<file path="config.mk">
export PLATFORM = sky130hd
export DESIGN_NAME = instr_encoder_writer
export DESIGN_NICKNAME = d
export VERILOG_FILES = /design/src/rtl/instr_enc_pkg.sv /design/src/rtl/instr_pack.sv /design/src/rtl/instr_encoder_writer.sv
export SDC_FILE = /design/constraint.sdc
export NUM_CORES = 1
export LEC_CHECK = 0
export ABC_CLOCK_PERIOD_IN_PS = 2800
export BUFFER_PORTS_ARGS = -buffer_cell sky130_fd_sc_hd__buf_2
export CORE_ASPECT_RATIO = 2
export CORE_MARGIN = 10
export CORE_UTILIZATION = 30
export CTS_CLUSTER_SIZE = 30
export DETAILED_ROUTE_END_ITERATION = 6
export PLACE_DENSITY = 0.6
export SETUP_SLACK_MARGIN = 0.02
export SYNTH_ARGS = -nofsm -noshare
export SYNTH_HDL_FRONTEND = slang
export SYNTH_HIERARCHICAL = 1
export SYNTH_SLANG_ARGS = --single-unit
</file>
<file path="constraint.sdc">
create_clock -name clk -period 2.8 [get_ports clk]
set_clock_uncertainty 0.05 [all_clocks]
set_input_delay 0.56 -clock clk [delete_from_list [all_inputs] [get_ports clk]]
set_output_delay 0.56 -clock clk [all_outputs]
set_load 0.01 [all_outputs]
</file>
<file path="src/rtl/instr_enc_pkg.sv">
// Shared types for the RV32 instruction encoder/writer: request classes,
// opcode constants, FSM states and the latched request record.
package instr_enc_pkg;

  typedef enum logic [2:0] {
    LW      = 3'd0,
    SW      = 3'd1,
    RTYPE   = 3'd2,
    BRANCH  = 3'd3,
    IALU    = 3'd4,
    JAL     = 3'd5,
    LUI     = 3'd6,
    ILLEGAL = 3'd7
  } enc_kind_e;

  localparam logic [6:0] OP_LOAD   = 7'b0000011;
  localparam logic [6:0] OP_STORE  = 7'b0100011;
  localparam logic [6:0] OP_RTYPE  = 7'b0110011;
  localparam logic [6:0] OP_BRANCH = 7'b1100011;
  localparam logic [6:0] OP_IALU   = 7'b0010011;
  localparam logic [6:0] OP_JAL    = 7'b1101111;
  // The core decodes lui on this non-standard opcode.
  localparam logic [6:0] OP_LUI    = 7'b0001101;

  typedef enum logic [1:0] {
    S_IDLE  = 2'd0,
    S_CHECK = 2'd1,
    S_WR    = 2'd2
  } enc_state_e;

  typedef struct packed {
    enc_kind_e   kind;
    logic [4:0]  rd;
    logic [4:0]  rs1;
    logic [4:0]  rs2;
    logic [2:0]  funct3;
    logic        funct7b5;
    logic [31:0] imm;
  } enc_req_t;

  function automatic logic in_range(input logic [31:0] v, input int lo, input int hi);
    return ($signed(v) >= lo) && ($signed(v) <= hi);
  endfunction

endpackage

</file>
<file path="src/rtl/instr_pack.sv">
// Combinational RV32 word packer with immediate range checking; bad flags
// a request that cannot be encoded faithfully.
module instr_pack
  import instr_enc_pkg::*;
(
  input  enc_req_t    req,
  output logic [31:0] word,
  output logic        bad
);

  logic [31:0] imm;
  assign imm = req.imm;

  always_comb begin
    word = '0;
    bad  = 1'b0;
    case (req.kind)
      LW: begin
        word = {imm[11:0], req.rs1, 3'b010, req.rd, OP_LOAD};
        bad  = !in_range(imm, -2048, 2047);
      end
      SW: begin
        word = {imm[11:5], req.rs2, req.rs1, 3'b010, imm[4:0], OP_STORE};
        bad  = !in_range(imm, -2048, 2047);
      end
      RTYPE: begin
        word = {1'b0, req.funct7b5, 5'b00000, req.rs2, req.rs1, req.funct3, req.rd, OP_RTYPE};
      end
      BRANCH: begin
        word = {imm[12], imm[10:5], req.rs2, req.rs1, req.funct3, imm[4:1], imm[11], OP_BRANCH};
        bad  = !in_range(imm, -4096, 4094) || imm[0];
      end
      IALU: begin
        word = {imm[11:0], req.rs1, req.funct3, req.rd, OP_IALU};
        bad  = !in_range(imm, -2048, 2047);
      end
      JAL: begin
        word = {imm[20], imm[10:1], imm[11], imm[19:12], req.rd, OP_JAL};
        bad  = !in_range(imm, -1048576, 1048574) || imm[0];
      end
      LUI: begin
        // Low 12 bits would be silently dropped, so they must be zero.
        word = {imm[31:12], req.rd, OP_LUI};
        bad  = |imm[11:0];
      end
      default: begin
        bad = 1'b1;
      end
    endcase
  end

endmodule

</file>
<file path="src/rtl/instr_encoder_writer.sv">
// Accepts instruction requests, encodes them and writes them to sequential
// imem addresses. Define ENC_CHECKSUM_EN to add the chk running-sum output.
module instr_encoder_writer
  import instr_enc_pkg::*;
#(
  parameter int                DEPTH     = 64,
  parameter int                ADDR_W    = 32,
  parameter logic [ADDR_W-1:0] BASE_ADDR = '0,
  localparam int               CW        = $clog2(DEPTH) + 1
) (
  input  logic              clk,
  input  logic              reset_n,
  input  logic              clear,
  input  logic              req_valid,
  output logic              req_ready,
  input  logic [2:0]        req_kind,
  input  logic [4:0]        req_rd,
  input  logic [4:0]        req_rs1,
  input  logic [4:0]        req_rs2,
  input  logic [2:0]        req_funct3,
  input  logic              req_funct7b5,
  input  logic [31:0]       req_imm,
  output logic              imem_we,
  input  logic              imem_ready,
  output logic [ADDR_W-1:0] imem_addr,
  output logic [31:0]       imem_wdata,
  output logic [CW-1:0]     count,
  output logic              full,
  output logic              err,
  output logic [2:0]        err_kind
`ifdef ENC_CHECKSUM_EN
  ,
  output logic [31:0]       chk
`endif
);

  // Request handshake: a transfer occurs on a rising edge where req_valid and
  // req_ready are both high; the write side transfers where imem_we and
  // imem_ready are both high. Neither side may retract once presented.

  enc_state_e  state;
  enc_state_e  state_next;
  enc_req_t    req_q;
  logic [31:0] pack_word;
  logic        pack_bad;
  logic        accept;
  logic        commit;

  instr_pack u_pack (
    .req  (req_q),
    .word (pack_word),
    .bad  (pack_bad)
  );

  assign full      = (count == CW'(DEPTH));
  assign req_ready = reset_n && !clear && !full && (state == S_IDLE);
  assign accept    = req_valid && req_ready;
  assign imem_we   = (state == S_WR);
  assign commit    = imem_we && imem_ready && !clear;

  always_ff @(posedge clk) begin
    if (!reset_n) state <= S_IDLE;
    else          state <= state_next;
  end

  always_comb begin
    state_next = state;
    case (state)
      S_IDLE:  if (accept) state_next = S_CHECK;
      S_CHECK: state_next = pack_bad ? S_IDLE : S_WR;
      S_WR:    if (imem_ready) state_next = S_IDLE;
      default: state_next = S_IDLE;
    endcase
    // Soft clear overrides everything, including a write completing this edge.
    if (clear) state_next = S_IDLE;
  end

  always_ff @(posedge clk) begin
    if (!reset_n) begin
      req_q      <= '0;
      imem_addr  <= BASE_ADDR;
      imem_wdata <= '0;
      count      <= '0;
      err        <= 1'b0;
      err_kind   <= '0;
    end else if (clear) begin
      imem_addr  <= BASE_ADDR;
      count      <= '0;
      err        <= 1'b0;
      err_kind   <= '0;
    end else begin
      if (accept) begin
        req_q <= '{kind:     enc_kind_e'(req_kind),
                   rd:       req_rd,
                   rs1:      req_rs1,
                   rs2:      req_rs2,
                   funct3:   req_funct3,
                   funct7b5: req_funct7b5,
                   imm:      req_imm};
      end
      if (state == S_CHECK) begin
        if (pack_bad) begin
          err <= 1'b1;
          if (!err) err_kind <= req_q.kind;
        end else begin
          imem_wdata <= pack_word;
        end
      end
      if (commit) begin
        imem_addr <= imem_addr + ADDR_W'(4);
        count     <= count + CW'(1);
      end
    end
  end

`ifdef ENC_CHECKSUM_EN
  always_ff @(posedge clk) begin
    if (!reset_n || clear) chk <= '0;
    else if (commit)       chk <= chk + imem_wdata;
  end
`endif

endmodule

</file>
======== Word level (Yosys, flattened, before mapping) ========
Cells that the tools add are included.
storage, ports and cells
  register bits after elaboration ......... 131
  output and inout port bits .............. 78
  bits of input ports ..................... 59
  word-level logic and storage cells ...... 68
cells by class
  bitwise logic cells ..................... 4
  reduce and logical (&&, ||, !) cells .... 26
  eq/ne operators ......................... 11
  add/subtract/negate cells ............... 2
  order comparisons ....................... 6
  multiplexer cells ....................... 6
operator list
  kind                   number
  $pmux 32 s7            1
  $add 32x3->32 const B  1
  $ge 32x12->1 const B   1
  $ge 32x13->1 const B   1
  $ge 32x21->1 const B   1
  $le 32x12->1 const B   1
  $le 32x13->1 const B   1
  $le 32x21->1 const B   1
  $reduce_or 12->1       1
  $eq 3x3->1 const B     3
  $logic_and 1x1->1      9
  $add 7x1->7 const B    1
  $eq 7x7->1 const B     1
  $eq 3x2->1 const B     2
  $mux 2                 3
  $pmux 2 s3             1
  $reduce_and 2->1       3
  $reduce_and 3->1       2
  $logic_not 1->1        5
  $pmux 1 s5             1
  $not 1->1              4
  $eq 3x1->1 const B     1
  $logic_not 3->1        1
  $reduce_or 3->1        1
  7 further kinds        8

======== Logic depth before layout (Yosys ltp) ========
  depth after elaboration ................. 7
  gate-level depth with buffers ........... 12
  gate-level depth less buffers ........... 8

======== Modules after synthesis ========
The synthesis kept the hierarchy.
by module, submodules not included
  module                cells each  sequential area each (um^2)  area an instance (um^2)  instances
  instr_encoder_writer  609         2582.5                       5200.0                   1
  instr_pack            135         0.0                          888.4                    1

======== Least setup slack after synthesis ========
OpenSTA, ideal clock, no wires.
  kind .................................... flip-flop to flip-flop
  start ................................... register req_q[16] (netlist name)
  end ..................................... register imem_wdata[10]
  slack ................................... 225 ps
  setup time .............................. 122 ps
  stages on the path, launching flop included .. 11
  path buffers ............................ 2
  period minus slack after synthesis ...... 2575 ps
  arrival time ............................ 2403 ps
  cell sequence ........................... dfxtp_1 or4_4 a2111oi_4 nand3_1 a21oi_1 nand4_1 or3_1 clkbuf_1 clkbuf_1 nand2_1 a21boi_0
on the way
  cells in the longest elaborated chain, start to end .. 7
  elaborated cells on any way between the ends .. 17
  classes of those cells .................. order compare: 6; mux: 1; bitwise: 1; reduce/logical: 9
ends and longest elaborated chain
  item                                        RTL line                            RTL
  start: declaration                          instr_encoder_writer.sv:43          enc_req_t req_q;
  start signal: assignment                    instr_encoder_writer.sv:93          req_q <= '{kind: enc_kind_e'(req_kind),
  $ge 32x21->1 (tied with other cells)        instr_enc_pkg.sv:42                 return ($signed(v) >= lo) && ($signed(v) <= hi);
  $logic_and 1x1->1                           instr_enc_pkg.sv:42
  $logic_not 1->1, on equally long branches   instr_pack.sv:39, instr_pack.sv:31
  $logic_or 1x1->1, on equally long branches  instr_pack.sv:39, instr_pack.sv:31
  $pmux 1 s5 *                                instr_pack.sv:17                    case (req.kind)
  net pack_bad                                instr_encoder_writer.sv:45          logic pack_bad;
  $not 1->1 (no source line) *                n/a
  $reduce_and 3->1 (no source line) *         n/a
  end signal: assignment                      instr_encoder_writer.sv:106         imem_wdata <= pack_word;
  end: declaration                            instr_encoder_writer.sv:26          output logic [31:0] imem_wdata,
The timed path passes the listed nets; every way through them passes the cells marked *.
A chain may end at the register's enable or synchronous reset.

======== Worst setup path after layout ========
  start ................................... register req_q[18] (netlist name)
  end ..................................... register imem_wdata[2]
Same word-level chain as after synthesis.

==> summary.md <==
| Metric | Value |
|---|---|
| Sequential power share | 0.413 |
| Max layer used | met4 |
| IO buf count | 134 |
| Iteration-0 DRC Markers | 310 |
| Setup_tns | 0 ps |
| Fmax | 0.388 GHz |
| Hold_buf cts | 0 |
| Row count | 73 |
| CTS Sinks | 129 |
| Synth unique cells | 55 |
| Worst skew pair latency | 420 ps |
| WP data required | 3040 ps |
| Clock Tree Root | clkbuf_16 |
| Syn Area/Cell | 8.18 um2 |
| Die height | 221 um |
| # setup viols final | 0 |
| IO Count | 137 |
| Slew Limit Fails | 0 |
| Post-CTS Setup Inserts | 0 |
| Cell Count, Final, Fillers Out | 1153 |
| RSZ-0062 raised after global routing | false |
| Metal2 WL | 11.5 mm |
| Die width | 121 um |
| Layout cell share with drive strength beyond 1 | 0.232 |
| Yosys warning count | 6 |
| Tmin final | 2580 ps |
| Worst hold path type | in -> reg |
| Fin. Hold Viols | 0 |
| Largest net degree at the start of global routing | 87 |
| Top cell type's share of synthesized area | 0.424 |
| # diodes | 0 |
| Global-route wire length before repair | 31.0 mm |
| Final WL | 20.2 mm |
| Vias | 5776 |
| Pre-CTS setup slack | 215 ps |
| Post-DP HPWL | 15.7 mm |
| M1 WL | 7.18 mm |
| Relative slew slack | 0.526 |
| P_leak | 2.91 nW |
| RePlAce Congestion | 0.909 |
| Synth area leader | dfxtp_1 |
| CTS clock-pin slew for the worst setup and hold paths | 60 ps |
| Area Overhead vs Synth | 26.3% |
| Largest stage delay on the critical path | 590 ps |
| Pint | 3.55 mW |
| Post-Syn Area | 0.00609 mm2 |
| Initial antenna violation count | 0 |
| Buf+Inv Stages, Crit Path | 1 |
| Post-layout util | 0.386 |
| Post-Place Cells | 1121 |
| Startpoint Class | flip-flop |
| Outcome | finished, final reports clean |
| Top_reg_cell synth | dfxtp_1 |
| Final worst slack | 221 ps |
| Total track usage | 0.147 |
| Grt ovf | 0 |
| Fraction of registers with async set/reset | 0 |
| Initial cell density of the core | 0.306 |
| Max clock buf depth | 2 |
| Worst vdd ir | 0.394 mV |
| Placed cell areas | 0.00704 mm2 |
| Final worst path period share | 0.921 |
| Comb pwr share | 0.062 |
| Crit path max-delay family | simple AND/OR/NAND/NOR gates |
| Design Power | 4.59 mW |
| TritonCTS clock tree | done |
| PD cells | 597 mW/mm2 |
| Critical-path top delay cell | or4_1 |
| Crit path DAT | 2820 ps |
| Crit path kind | reg -> reg |
| Hold WS | 325 ps |
| Die area | 0.0267 mm2 |
| Crit-path cells | or4_1 -> a2111oi_4 -> nand3_1 -> a21oi_1 -> nand4_1 -> or3_4 -> buf_12 -> nand2_1 -> a21boi_0 |
| Switch share | 0.226 |
| WL/cell | 17.5 um |
| CORE AREA | 0.0199 mm2 |
| Seq/Total Area, Yosys | 0.424 |
| Final net count | 940 |
| Post-synth top cells | nand2_1, dfxtp_1, a21boi_1 |
| First-pass detailed-route iteration total | 5 |
| Via density per instance | 5.01 |
| Synth top area cells | dfxtp_1, nand2_1, a21boi_1 |
| Worst-path fanout max | 26 |
| DRC viols | 0 |
| Post-DRT Antenna Nets | 0 |
| Clock group share of total power | 0.525 |
| CTS Buf Count | 17 |
| Depth of the CTS H-tree | 4 |
| Cells after Synth | 744 |
| P_sw | 1.04 mW |
| Worst Setup End Kind | flip-flop |
| Vias in the first global route | 5794 |
| Met3 WL post-DR | 788 um |
| Design area | 0.00769 mm2 |
| Slew @ Worst Pin | 711 ps |
| Most common cell in the netlist | nand2_1 |
| Post-synth EDFFs | 0 |
| Synthesis-stage register bit count | 129 |
| Max-Cap Viols | 0 |
-- cell type report --
class / count / area (um2)
fill: 2195 / 12200
multi-input combinational: 555 / 3180
sequential: 129 / 2580
timing repair buffer: 164 / 908
clock buffer: 20 / 467
tap: 262 / 328
clock inverter: 12 / 180
inverter: 11 / 43.8
-- power groups by stage --
| stage | sequential (mW) | combinational (mW) | clock (mW) |
|---|---|---|---|
| after floorplan | 1.93 | 0.184 | 0 |
| after global placement | 1.94 | 0.285 | 0 |
| after detailed placement | 1.94 | 0.286 | 0 |
| after CTS | 1.90 | 0.288 | 2.46 |
| after global routing | 1.90 | 0.317 | 2.55 |
| final | 1.90 | 0.287 | 2.41 |
-- per-layer routing --
| metal | up-vias | track usage |
|---|---|---|
| li1 | 2885 | - |
| met1 | 2712 | 0.132 |
| met2 | 145 | 0.290 |
| met3 | 34 | 0.0339 |
| met4 | 0 | 0.0745 |
| met5 | - | 0 |
-- state kept, by name (all words and copies together) (netlist names) --
name / flops
req_q: 54
err: 1
state: 2
count: 7
imem_wdata: 32
err_kind: 3
imem_addr: 30
-- cell usage in the layout, fill, tap and decap left out, drive strengths merged, types with 5 or more instances in the layout --
master    Yosys  final
and3          8      8
or3          11     11
a21boi       86     86
buf          22    164
mux2i         7      7
clkbuf       28     20
nor2b         5      5
o31ai        12     12
nor3          5      5
nor2         28     28
xor2          8      8
or4          16     16
nand2       200    200
a22o         11     11
nand4        18     18
inv          11     12
nand3        14     14
dfxtp       129    129
nor4          8      8
o21ai        23     23
clkinvlp      0      5
a22oi        16     16
a21oi        36     36
-- kinds of logic after synthesis --
family / count (synthesis) / synth area share
simple gates: 328 / 0.248
flops: 129 / 0.424
mux: 7 / 0.0115
fa+ha+maj: 3 / 0.00617
buf+inv: 61 / 0.0565
other cells: 1 / 0.000616
compound gates: 203 / 0.236
xor+xnor: 12 / 0.0173
-- worst min-delay path, cell delays in order --
cell,delay (ps)
buf_2,90
nand2_1,50
a21boi_1,50
-- path summary, 6_finish.rpt --
| check | endpoint | depth (start not counted) | start | slack, ps |
|---|---|---|---|---|
| max | imem_wdata[2] | 9 | req_q[18] | 220 |
| max reg2reg | imem_wdata[2] | 9 | req_q[18] | 220 |
| min | req_q[33] | 3 | req_funct3[0] | 320 |
| min reg2reg | req_q[39] | 2 | req_q[39] | 400 |
-- repair_timing --
item / CTS / global route
hold endpoints to repair: 0 / 0
setup endpoints to repair: 0 / 1
gates resized for setup: 0 / 1
Note: power is estimated with default switching activity, not from simulation.
